[src/rtl/shifter_pkg.sv]
// Shared mode encoding and stage-count helper for the pipelined barrel shifter.
package shifter_pkg;

  typedef enum logic [1:0] {
    SH_LSR = 2'b00,
    SH_ASR = 2'b01,
    SH_LSL = 2'b10,
    SH_ROR = 2'b11
  } shift_mode_e;

  // Register stages needed when each stage absorbs `stride` power-of-two layers.
  function automatic int calc_stages(input int width, input int stride);
    int layers;
    layers = $clog2(width);
    return (layers + stride - 1) / stride;
  endfunction

endpackage

[src/rtl/shift_stage.sv]
// One combinational shift layer of fixed distance DIST; zero latency, no flow control.
// Sticky accumulation of right-shifted-out bits only exists when STICKY_EN is defined.
module shift_stage
  import shifter_pkg::*;
#(
  parameter int WIDTH = 8,
  parameter int DIST  = 1
) (
  input  logic [WIDTH-1:0] data,
  input  shift_mode_e      mode,
  input  logic             sel,
  input  logic             sticky_in,
  output logic [WIDTH-1:0] data_out,
  output logic             sticky_out
);

  always_comb begin
    data_out = data;
    if (sel) begin
      case (mode)
        SH_LSR:  data_out = data >> DIST;
        SH_ASR:  data_out = WIDTH'($signed(data) >>> DIST);
        SH_LSL:  data_out = data << DIST;
        default: data_out = (data >> DIST) | (data << (WIDTH - DIST));
      endcase
    end
  end

`ifdef STICKY_EN
  logic lost;

  // Only right shifts discard precision below bit 0.
  assign lost       = sel && ((mode == SH_LSR) || (mode == SH_ASR)) && (|data[DIST-1:0]);
  assign sticky_out = sticky_in | lost;
`else
  assign sticky_out = sticky_in;
`endif

endmodule

[src/rtl/pipelined_barrel_shifter.sv]
// Multi-mode barrel shifter, latency STAGES cycles, one beat/cycle; whole pipe stalls when
// out_valid & ~out_ready (in_ready = out_ready | ~out_valid). Optional sticky output: STICKY_EN.
module pipelined_barrel_shifter
  import shifter_pkg::*;
#(
  parameter int WIDTH       = 8,
  parameter int PIPE_STRIDE = 1,
  parameter int TAG_W       = 4
) (
  input  logic                     clk,
  input  logic                     rst,
  input  logic                     in_valid,
  output logic                     in_ready,
  input  logic [WIDTH-1:0]         in_data,
  input  logic [$clog2(WIDTH)-1:0] in_amt,
  input  logic [1:0]               in_mode,
  input  logic [TAG_W-1:0]         in_tag,
  output logic                     out_valid,
  input  logic                     out_ready,
  output logic [WIDTH-1:0]         out_data,
  output logic [TAG_W-1:0]         out_tag,
  output logic                     out_sticky
);

  localparam int LAYERS = $clog2(WIDTH);
  localparam int STAGES = calc_stages(WIDTH, PIPE_STRIDE);

  logic [STAGES-1:0] vld_q;
  logic [WIDTH-1:0]  dat_q  [STAGES];
  logic [LAYERS-1:0] amt_q  [STAGES];
  shift_mode_e       mode_q [STAGES];
  logic [TAG_W-1:0]  tag_q  [STAGES];

  logic [STAGES-1:0] src_vld;
  logic [WIDTH-1:0]  src_dat  [STAGES];
  logic [LAYERS-1:0] src_amt  [STAGES];
  shift_mode_e       src_mode [STAGES];
  logic [TAG_W-1:0]  src_tag  [STAGES];
  logic [STAGES-1:0] src_sticky;
  logic [WIDTH-1:0]  stage_dat [STAGES];

  logic [WIDTH-1:0]  lay_dat [LAYERS];
  logic [LAYERS-1:0] lay_sticky;
  logic [STAGES-1:0] pipe_unused;
  logic              advance;

`ifdef STICKY_EN
  logic [STAGES-1:0] sticky_q;
  logic [STAGES-1:0] stage_sticky;
`else
  logic              sticky_unused;
`endif

  assign advance  = out_ready | ~out_valid;
  assign in_ready = advance;

  for (genvar s = 0; s < STAGES; s++) begin : g_stage
    localparam int LAST = ((s + 1) * PIPE_STRIDE < LAYERS) ? (s + 1) * PIPE_STRIDE - 1 : LAYERS - 1;

    if (s == 0) begin : g_head
      assign src_vld[s]  = in_valid;
      assign src_dat[s]  = in_data;
      assign src_amt[s]  = in_amt;
      assign src_mode[s] = shift_mode_e'(in_mode);
      assign src_tag[s]  = in_tag;
    end else begin : g_body
      assign src_vld[s]  = vld_q[s-1];
      assign src_dat[s]  = dat_q[s-1];
      assign src_amt[s]  = amt_q[s-1];
      assign src_mode[s] = mode_q[s-1];
      assign src_tag[s]  = tag_q[s-1];
    end

    assign stage_dat[s] = lay_dat[LAST];
    // The last stage's control fields and already-consumed amt bits have no reader.
    assign pipe_unused[s] = ^{amt_q[s], mode_q[s]};

`ifdef STICKY_EN
    if (s == 0) begin : g_sticky_head
      assign src_sticky[s] = 1'b0;
    end else begin : g_sticky_body
      assign src_sticky[s] = sticky_q[s-1];
    end
    assign stage_sticky[s] = lay_sticky[LAST];
`endif
  end

`ifndef STICKY_EN
  assign src_sticky    = '0;
  assign sticky_unused = |lay_sticky;
`endif

  // Layers run MSB-first: layer j applies distance 2^(LAYERS-1-j).
  for (genvar j = 0; j < LAYERS; j++) begin : g_layer
    localparam int S = j / PIPE_STRIDE;
    localparam int K = LAYERS - 1 - j;

    logic [WIDTH-1:0] d_in;
    logic             st_in;

    if (j % PIPE_STRIDE == 0) begin : g_first
      assign d_in  = src_dat[S];
      assign st_in = src_sticky[S];
    end else begin : g_chain
      assign d_in  = lay_dat[j-1];
      assign st_in = lay_sticky[j-1];
    end

    shift_stage #(
      .WIDTH (WIDTH),
      .DIST  (1 << K)
    ) u_shift (
      .data       (d_in),
      .mode       (src_mode[S]),
      .sel        (src_amt[S][K]),
      .sticky_in  (st_in),
      .data_out   (lay_dat[j]),
      .sticky_out (lay_sticky[j])
    );
  end

  always_ff @(posedge clk) begin
    if (rst) begin
      vld_q <= '0;
      for (int s = 0; s < STAGES; s++) begin
        dat_q[s]  <= '0;
        amt_q[s]  <= '0;
        mode_q[s] <= SH_LSR;
        tag_q[s]  <= '0;
      end
    end else if (advance) begin
      vld_q <= src_vld;
      for (int s = 0; s < STAGES; s++) begin
        dat_q[s]  <= stage_dat[s];
        amt_q[s]  <= src_amt[s];
        mode_q[s] <= src_mode[s];
        tag_q[s]  <= src_tag[s];
      end
    end
  end

`ifdef STICKY_EN
  always_ff @(posedge clk) begin
    if (rst) begin
      sticky_q <= '0;
    end else if (advance) begin
      sticky_q <= stage_sticky;
    end
  end

  assign out_sticky = sticky_q[STAGES-1];
`else
  assign out_sticky = 1'b0;
`endif

  assign out_valid = vld_q[STAGES-1];
  assign out_data  = dat_q[STAGES-1];
  assign out_tag   = tag_q[STAGES-1];

endmodule

[config.mk]
export PLATFORM = sky130hd
export DESIGN_NAME = pipelined_barrel_shifter
export DESIGN_NICKNAME = d
export VERILOG_FILES = /design/src/rtl/shifter_pkg.sv /design/src/rtl/shift_stage.sv /design/src/rtl/pipelined_barrel_shifter.sv
export SDC_FILE = /design/constraint.sdc
export NUM_CORES = 1
export LEC_CHECK = 0
export ABC_AREA = 1
export CAP_MARGIN = 20
export CORE_MARGIN = 3
export CORE_UTILIZATION = 40
export CTS_CLUSTER_DIAMETER = 200
export DETAILED_ROUTE_END_ITERATION = 8
export PLACE_DENSITY = 0.63
export SLEW_MARGIN = 20
export SYNTH_ARGS = -nofsm -noshare
export SYNTH_HDL_FRONTEND = slang
export SYNTH_SLANG_ARGS = --single-unit
[constraint.sdc]
create_clock -name clk -period 3.3 [get_ports clk]
set_input_delay 0.495 -clock clk [delete_from_list [all_inputs] [get_ports clk]]
set_output_delay 0.495 -clock clk [all_outputs]
set_load 0.05 [all_outputs]
==> metrics.yaml <==
clock_network:
  numCtsBuffers: 5
  cts_root_buf: "clkbuf_8"
  clk_pin_slew_worst_paths_ns: 0.07
  clk_latency_ns: 0.29
  cts.sink_count: 46
  cts_tree: "yes"
  htreeDepth: 2
  ctsLongestPathBuffers: 2
  post_cts_buffers: 0
  postCtsHoldBufs: 0
  ctsResizeCount: 0
worst_hold_path:
  hp-class: "flop to flop"
power:
  power_density_mw_per_mm2: 445
  power_leakage_nw: 1.17
  ir_drop_uv: 170
finish:
  areaGrowthSynthToFinish_pct: 16.9
  final_cell_mix: "nor2_1 (53), nand2_1 (50), edfxtp_1 (43)"
  fillers: 529
  n_antenna_cell: 0
  drive_above_1_share_pct: 4.88
  num-nets-final: 307
  final_common_cell: "nor2_1"
  final_cells: 359
logic_synthesis:
  synthDominantCellAreaShare_pct: 55.6
  synthCells: 262
  synthAdderAreaFrac_pct: 0
  synth_compound_area_share_pct: 4.26
  synth_area_leader_cell: "edfxtp_1"
  synth_area_sq_mm: 0.00232
  synth_top_family_by_area: "simple AND/OR/NAND/NOR gates"
  synthTopCellsByArea: "edfxtp_1 (56%), nor2_1 (8.6%), nand2_1 (8.2%)"
  synth_cell_types: 19
  syn_avg_cell_area_sq_um: 8.86
  ys_seq_elements: 46
  synthMuxAreaShare_pct: 0
  yosys.area_share.simple_pct: 25.2
  yosysWarnings: 0
  synth_xor_area_share_pct: 0
  synth_nets: 283
  synth_seq_area_share_pct: 58.2
floorplan:
  die_w_um: 82.2
  start_util_pct: 41.6
  fp-row-count: 27
  io_pins: 36
  die_y_um: 82.2
  dieArea_sq_mm: 0.00675
  core_area_sq_mm: 0.00557
sta:
  post-route-period-util_pct: 74.3
  rsz0062_at_grt: "no"
  drv_slew: 0
  fin_setup_tns_ns: 0
  tightest_slew_ns: 0.711
  slew_headroom_pct: 52.4
  setup_violations: 0
  fin_skew_ns: 0.00548
  hold_slack_ns: 0.466
  fmax_ghz: 0.408
  hold_viol: 0
  finalCriticalPeriod_ns: 2.45
global_routing:
  grt_antenna_before_repair: 0
  grt_max_degree: 39
  grt_usage_pct: 12.6
  grt_overflow_total: 0
  grt_pass1_vias: 1606
  grt_pass1_wl_um: 6490
detailed_routing:
  vias: 1650
  via_per_inst: 4.60
  drtIter0Drc: 82
  ant_nets: 0
  drt-wirelength-per-cell_um: 10.1
  wl_um: 3610
  drc_errors: 0
  dr.pass1.iters: 4
flow_run:
  cap_viol_max_count: 0
setup_path:
  cp-end-kind: "output port"
  cpLargestDelayFamily: "buffers and inverters"
  cp.required_ns: 2.80
  start_kind: "primary input"
  cp_common_cell: "clkdlybuf4s50_1"
  crit_fanout: 9
  crit_buf_inv: 3
  cp_cell_sequence: "clkdlybuf4s50_1 > inv_1 > nand2_4 > clkdlybuf4s50_1"
  arrival_ns: 1.96
  slowest_delay_ns: 0.81
  critical-path-slowest-cell: "clkdlybuf4s50_1"
  reg2reg_setup_slack_ns: 1.80
  crit_type: "primary input to output port"
placed_design:
  dp.cells: 351
  numPortBuffers: 34
  place_hpwl_um: 2620
  gp_congestion: 0.838
outcome:
  status: "finished clean"
[final cells by class]
type | instances | area, sq um | area share [%]
Timing Repair Buffer | 36 | 355 | 13.1
Inverter | 39 | 146 | 5.39
Multi-Input combinational cell | 158 | 689 | 25.4
Clock inverter | 2 | 8.76 | 0.323
Sequential cell | 46 | 1350 | 49.8
Tap cell | 72 | 90.1 | 3.32
Clock buffer | 6 | 72.6 | 2.67
[per-stage QoR]
| stage | instance area, sq um | util (%) | total power, mW | setup slack (ns) |
|---|---|---|---|---|
| CTS | 2710 | 48.7 | 1.23 | 0.837 |
| finish | 2710 | 48.7 | 1.21 | 0.847 |
| global placement | 2630 | 47.2 | 0.904 | 0.859 |
| floorplan | 2320 | - | 0.858 | 1.13 |
| detailed placement | 2630 | 47.2 | 0.907 | 0.837 |
| global route | 2710 | 48.7 | 1.28 | 0.769 |
[registers in the layout, indices dropped and copies added (netlist names)]
| register | flops |
|---|---|
| vld_q | 3 |
| amt_q | 3 |
| tag_q | 12 |
| mode_q | 4 |
| dat_q | 24 |
[power by group]
group	internal, mW	total (mW)	switching (mW)
Clock	0.146	0.316	0.171
Sequential	0.681	0.709	0.0281
Combinational	0.0732	0.183	0.110
Total	0.900	1.21	0.309
[worst reg2reg max path, cell delays in order, from the launching register on]
cell	delay (ns)
dfxtp_1	0.39
nand2_4	0.11
nand2_2	0.54
nor2_1	0.10
nand2_1	0.10
inv_1	0.04
[cell families (layout without fill, tap and decap cells)]
| logic type | Yosys count | in the layout |
|---|---|---|
| flops | 46 | 46 |
| compound gates | 16 | 16 |
| other cells | 1 | 1 |
| simple gates | 141 | 141 |
| buf+inv | 58 | 83 |
[cells in the mapped netlist]
master	n
a21oi_1	8
a21oi_2	1
buf_2	6
buf_4	9
buf_6	3
clkbuf_2	1
clkinv_1	1
conb_1	1
dfxtp_1	3
edfxtp_1	43
inv_1	37
inv_2	1
nand2_1	51
nand2_2	2
nand2_4	1
nand3_1	34
nor2_1	53
o211ai_1	6
o21ai_0	1
[per-layer routing]
metal	share of wire [%]	track usage, %
met3	4.2	2.93
met2	52	23.3
met1	41	13.1
met4	1.9	6.48
met5	0	0
[worst paths after layout]
check	startpoint	endpoint	cells past startpoint
setup / recovery	out_ready	in_ready	4
hold / removal	vld_q[1]	vld_q[2]	2
setup reg to reg	vld_q[2]	dat_q[0][10]	5
hold reg to reg	vld_q[1]	vld_q[2]	2
(Power assumes the default switching activity.)
